File: src/rtl/etapa_wb_banco_registros.sv
// Writeback stage: selects the writeback value and commits it into a 32x register file.
// Two combinational read ports with write-first bypass, plus a committed-write counter.
module etapa_wb_banco_registros #(
    parameter int ANCHO_DATOS    = 32,
    parameter int ANCHO_CONTADOR = 32
) (
    input  logic                      clk,
    input  logic                      reset,
    input  logic                      reg_escribir_WB,
    input  logic                      mem_a_reg_WB,
    input  logic [ANCHO_DATOS-1:0]    dato_memoria_WB,
    input  logic [ANCHO_DATOS-1:0]    resultado_alu_WB,
    input  logic [4:0]                registro_destino_WB,
    input  logic [4:0]                reg_lectura1,
    input  logic [4:0]                reg_lectura2,
    output logic [ANCHO_DATOS-1:0]    dato_lectura1,
    output logic [ANCHO_DATOS-1:0]    dato_lectura2,
    output logic [ANCHO_DATOS-1:0]    dato_escritura_WB,
    output logic                      escritura_valida_WB,
    output logic [ANCHO_CONTADOR-1:0] contador_escrituras
);

    logic [ANCHO_DATOS-1:0]    regs_q [32];
    logic [ANCHO_CONTADOR-1:0] cnt_q;
    logic [ANCHO_CONTADOR-1:0] cnt_d;

    assign dato_escritura_WB   = mem_a_reg_WB ? dato_memoria_WB
                                              : resultado_alu_WB;
    assign escritura_valida_WB = reg_escribir_WB &&
                                 (registro_destino_WB != 5'd0);

    // Entry 0 is never written, so it stays at its reset value of zero.
    always_ff @(posedge clk or negedge reset) begin
        if (!reset) begin
            for (int i = 0; i < 32; i++) begin
                regs_q[i] <= '0;
            end
        end else if (escritura_valida_WB) begin
            regs_q[registro_destino_WB] <= dato_escritura_WB;
        end
    end

    always_comb begin
        cnt_d = cnt_q;
        if (escritura_valida_WB) begin
            cnt_d = cnt_q + 1'b1;
        end
    end

    always_ff @(posedge clk or negedge reset) begin
        if (!reset) begin
            cnt_q <= '0;
        end else begin
            cnt_q <= cnt_d;
        end
    end

    assign contador_escrituras = cnt_q;

    always_comb begin
        dato_lectura1 = regs_q[reg_lectura1];
        if (escritura_valida_WB && (reg_lectura1 == registro_destino_WB)) begin
            dato_lectura1 = dato_escritura_WB;
        end
        if (reg_lectura1 == 5'd0) begin
            dato_lectura1 = '0;
        end
    end

    always_comb begin
        dato_lectura2 = regs_q[reg_lectura2];
        if (escritura_valida_WB && (reg_lectura2 == registro_destino_WB)) begin
            dato_lectura2 = dato_escritura_WB;
        end
        if (reg_lectura2 == 5'd0) begin
            dato_lectura2 = '0;
        end
    end

endmodule

File: config.mk
export PLATFORM = sky130hd
export DESIGN_NAME = etapa_wb_banco_registros
export DESIGN_NICKNAME = d
export VERILOG_FILES = /design/src/rtl/etapa_wb_banco_registros.sv
export SDC_FILE = /design/constraint.sdc
export NUM_CORES = 2
export LEC_CHECK = 0
export CORE_ASPECT_RATIO = 1.25
export CORE_MARGIN = 3
export CORE_UTILIZATION = 29
export CTS_BUF_LIST = sky130_fd_sc_hd__clkbuf_8
export CTS_CLUSTER_SIZE = 24
export DETAILED_ROUTE_END_ITERATION = 10
export GPL_TIMING_DRIVEN = 0
export RECOVER_POWER = 100
export SKIP_LAST_GASP = 1
export SYNTH_ARGS = -nofsm -noshare
export SYNTH_HDL_FRONTEND = slang
export SYNTH_SLANG_ARGS = --single-unit
export TNS_END_PERCENT = 10
File: constraint.sdc
create_clock -name clk -period 4.9 [get_ports clk]
set_input_delay 1.47 -clock clk [delete_from_list [all_inputs] [get_ports clk]]
set_output_delay 1.47 -clock clk [all_outputs]
set_load 0.02 [all_outputs]
After elaboration in Yosys (flattened, before gate mapping)

Cells that the tools add are included.

Register bits after elaboration: 1,056

Add/sub/neg operators: 1
Magnitude comparators: 4
Eq/ne operators: 2
Multiplexer cells: 14
Bitwise operators: 3
Reduce and logical (&&, ||, !) cells: 7

Operators by type and width:

| kind                    | count |
|---|---|
| $bwmux W1024            | 1 |
| $bmux W32 S5            | 2 |
| $mux W32                | 10 |
| $demux W32 S5           | 1 |
| $add A32 B1 Y32 const B | 1 |
| $ge A6 B6 Y1 const B    | 3 |
| $not A5 Y6              | 3 |
| $eq A5 B5 Y1            | 2 |
| $logic_not A5 Y1        | 2 |
| $lt A6 B1 Y1 const B    | 1 |
| $reduce_bool A5 Y1      | 1 |
| $logic_and A1 B1 Y1     | 4 |

Depth between registers and ports, before layout

Depth after elaboration: 6
Gate-level depth with buffers: 9

Worst setup path after synthesis

OpenSTA, ideal clock, no wires.

Path kind: input to output
Start point: input registro_destino_WB[0]
End point: output dato_lectura2[0]
Arrival time: 3.390 ns
Slack: 0.040 ns
Cell stages on the path: 8
Buffers on the path: 2
Cells stage by stage: buf_2 or2_2 o21ai_2 inv_2 nand4_2 nand2_1 clkbuf_1 o32ai_1

Word-level cells in the longest chain between the ends: 5
Elaborated cells on any way between the ends: 6
Those cells by class: eq/ne (1); mux (2); reduce/logical (3)

Ends and longest elaborated chain:

| what                          | line | RTL |
|---|---|---|
| from (decl)                   | 13   | `input logic [4:0] registro_destino_WB,` |
| $reduce_bool A5 Y1            | 30   | `(registro_destino_WB != 5'd0);` |
| $logic_and A1 B1 Y1           | 29   | `assign escritura_valida_WB = reg_escribir_WB &&` |
| named net escritura_valida_WB | 19   | `output logic escritura_valida_WB,` |
| $logic_and A1 B1 Y1           | 72   | `if (escritura_valida_WB && (reg_lectura2 == registro_destino_WB)) begin` |
| $mux W32                      | 72   |  |
| $mux W32                      | 75   | `if (reg_lectura2 == 5'd0) begin` |
| to (decl)                     | 17   | `output logic [ANCHO_DATOS-1:0] dato_lectura2,` |

The timed path passes the listed nets, and every way through them passes these cells.

Final worst setup path

Start point: input reg_lectura1[0]
End point: output dato_lectura1[19]

Word-level cells in the longest chain between the ends: 6
Elaborated cells on any way between the ends: 9
Those cells by class: eq/ne (1); mux (5); bitwise (1); reduce/logical (2)

Ends and longest elaborated chain:

| what                                        | line | RTL |
|---|---|---|
| from (decl)                                 | 14   | `input logic [4:0] reg_lectura1,` |
| $not A5 Y6 (not written as such)            | 61   | `dato_lectura1 = regs_q[reg_lectura1];` |
| $bmux W32 S5                                | 61   |  |
| $mux W32 (not written as such) (2 in a row) | 61   |  |
| $mux W32                                    | 62   | `if (escritura_valida_WB && (reg_lectura1 == registro_destino_WB)) begin` |
| $mux W32 (*)                                | 65   | `if (reg_lectura1 == 5'd0) begin` |
| to (decl)                                   | 16   | `output logic [ANCHO_DATOS-1:0] dato_lectura1,` |

Mark *: on every way between the ends. The rest lies on a longest branch, timed or not. The select of a mux whose other input is x is not followed.

==> metrics.csv <==
stage,metric,value,unit
sta,hold_viol_final,0,
die,start_util,0.293,
synthesis,ys_warn_count,0,
global_routing,grt_pass1_vias,47300,
global_routing,grt_antenna_before_repair,16,
power_and_ir_drop,leakagePower,0.0287,uW
global_routing,grt_pass1_wl,369000,um
sta,slew_violations,299,
synthesis,syn_nets,4940,
placed_design,dp_hpwl,188000,um
sta,setup_tns,-25.25,ns
critical_path,crit_cells,8,
synthesis,synth_common_cells,"1,056 x dfrtp_1, 606 x nand2_1, 566 x nor2_1",
critical_path,cp.required,3.43,ns
synthesis,synth-edff-count,0,
route,wl_met3,38600,um
flow_run,max-cap-violations,3,
placed_design,io_buffers,199,
placed_design,placed_area,60000,um^2
global_routing,grt_usage,0.272,
power_and_ir_drop,vdd_drop_max,0.000297,V
critical_path,worstPathCellList,buf_16 > buf_16 > xnor2_4 > nand3_2 > or3_4 > buf_12 > o211ai_1 > buf_4,
sta,fmax,187,MHz
die,die_h,491,um
critical_path,r2r-end,contador_escrituras[30],
sta,setup_viol,93,
sta,finalClockSkew,0.00394,ns
synthesis,netlist_instances,4856,
sta,rsz0062_at_grt,yes,
clock_network,root_buffer,clkbuf_8,
cells_and_area,final_nets,5450,
route,met1_length,94800,um
outcome,status,finished with violations,
placed_design,place_congestion,1.09,
sta,setup_ws,-0.437,ns
route,avgRoutedWirePerCell,33.5,um
cells_and_area,post-route-util,0.368,
route,vias_per_cell,6.01,
critical_path,crit_family,buffers and inverters,
route,drt_iter0_drc,7331,
clock_network,cts.htree.levels,4,
synthesis,synth_cell_types,52,
route,wl_met2,109000,um
critical_path,critical_path_class,in2out,
clock_network,cts.sink_count,1056,
synthesis,ys_ff_latch,1056,
global_routing,gr-total-overflow,0,
sta,max_slew_margin,-1.40,
critical_path,r2r_slack,2.89,ns
critical_path,critPathMaxFanout,9,
clock_network,tritoncts,yes,
power_and_ir_drop,total_power,28600,uW
sta,tightest_slew,3.60,ns
critical_path,cp_num_buf_inv,4,
die,dieArea,194000,um^2
critical_path,cpPeakStageDelay,0.75,ns
synthesis,synth_top_area_cell,dfrtp_1,
worst_hold_path,hold_path_class,in2async,
die,coreArea,187000,um^2
die,ios,212,
synthesis,synthArstFlopShare,1.00,
sta,min_period,5.34,ns
die,std_cell_rows,177,
route,drt_wl_total,269000,um
critical_path,cp-start-kind,input pin,
sta,post-route-period-util,1.09,
route,route.detailed.drc,0,
outcome,violations,"max-capacitance violations, max-slew violations, negative setup slack",
critical_path,cp_slowest_cell,o211ai_1,
route,dr_total_vias,48300,
cells_and_area,area_delta_synth_final,25.7,%
route,detailedRoute.firstPassIterationCount,8,
route,highest_layer,met5,
synthesis,synth-seq-area-share,0.484,
critical_path,rr_worst_depth,6,
synthesis,synth.cell_area,54600,um^2
synthesis,synth-main-ff-cell,dfrtp_1,
synthesis,avgSynthCellArea,11.3,um^2
cells_and_area,stdcell_area,68700,um^2
synthesis,yosysMostFrequentCell,dfrtp_1,
clock_network,clk_pin_slew,0.06,ns
clock_network,clock_path_buffers,3,
route,ant_nets,0,
critical_path,crit_path_end_kind,primary output,
clock_network,cts_buffers,186,
critical_path,worstReg2RegStart,contador_escrituras[9],
critical_path,arrival,3.87,ns
cells_and_area,drive_gt1_frac,0.262,
synthesis,netlist_top_cells_area,"dfrtp_1 48%, mux4_2 22%, a21oi_1 4.9%",
die,dieWidth,394,um
power_and_ir_drop,powerDensity,417,nW/um^2
global_routing,grt_max_degree,173,
synthesis,synth_top_area_share,0.484,
clock_network,clk_latency,0.96,ns
critical_path,crit_top_cell,buf_16,
==> flip-flops by register name, summed over array words and instances (netlist names) <==
name,count
regs_q,1024
contador_escrituras,32
==> per-stage QoR <==
stage | hold slack [ns] | std cells | setup WS [ns]
global route | 0.434 | 8023 | -0.350
detailed placement | 0.467 | 7569 | -3.53
global placement | 0.454 | 7561 | -45.94
finish | 0.399 | 8036 | -0.437
CTS | 0.381 | 8007 | -0.322
floorplan | 0.441 | 4856 | 0.0396
==> placed cells by master, fill, tap and decap left out, types with 60 or more instances in the layout <==
cell type,count
nor2_1,551
buf_4,100
o21ai_0,486
clkbuf_1,270
nand2_1,599
clkbuf_8,256
mux2i_1,91
mux4_2,533
a21oi_1,528
dfrtp_1,1056
inv_1,98
clkbuf_2,60
clkdlybuf4s50_1,96
==> repair_timing <==
action | CTS | global route
buffers inserted | 95 | 15
hold buffers | 0 | 0
endpoints found under the setup margin | 97 | 95
pin swaps | 46 | 19
gates cloned | 8 | 0
gates resized for setup | 1069 | 68
==> logic make-up (layout without fill, tap and decap cells) <==
logic type / count (synthesis) / in the layout / share of synthesized area
fa+ha+maj: 1 / 1 / 0.000229
buf+inv: 558 / 1217 / 0.0451
simple gates: 1308 / 1308 / 0.0956
other cells: 0 / 15 / 0
flops: 1056 / 1056 / 0.484
compound gates: 1208 / 1208 / 0.121
mux: 684 / 684 / 0.247
xor+xnor: 41 / 41 / 0.00657
==> cell type report <==
type                       instances  area [um^2]
antenna                           15         37.5
clock inverter                   104          628
clock buffer                     233         3210
multi-input combinational       3242        27700
inverter                          36          145
buffer                           520         3990
tap                             2506         3140
timing repair buffer             324         3400
sequential                      1056        26400
fill                           18400       118000
==> how the worst max path moves through the flow <==
stage | slack, ns | end | startpoint
after floorplan | 0.04 | dato_lectura2[0] | registro_destino_WB[0]
final | -0.44 | dato_lectura1[19] | reg_lectura1[0]
after global placement | -45.94 | regs_q[124] | reset
after global routing | -0.35 | dato_lectura2[22] | reg_lectura2[0]
after CTS | -0.32 | dato_lectura2[15] | reg_lectura2[0]
after detailed placement | -3.53 | dato_lectura1[18] | reg_lectura1[2]
==> metal layers <==
metal | GRT usage | vias up
li1 | - | 18700
met1 | 0.334 | 24700
met2 | 0.369 | 3894
met3 | 0.115 | 943
met4 | 0.222 | 14
met5 | 0 | -
==> report_power, final <==
part	switching, uW	internal (uW)	total, uW	leakage (uW)
logic	4330	3650	7980	0.0132
registers	1460	10600	12000	0.0132
clock network	4110	4510	8620	0.00224
total	9900	18700	28600	0.0287
Power figures use the tool's default switching activity.
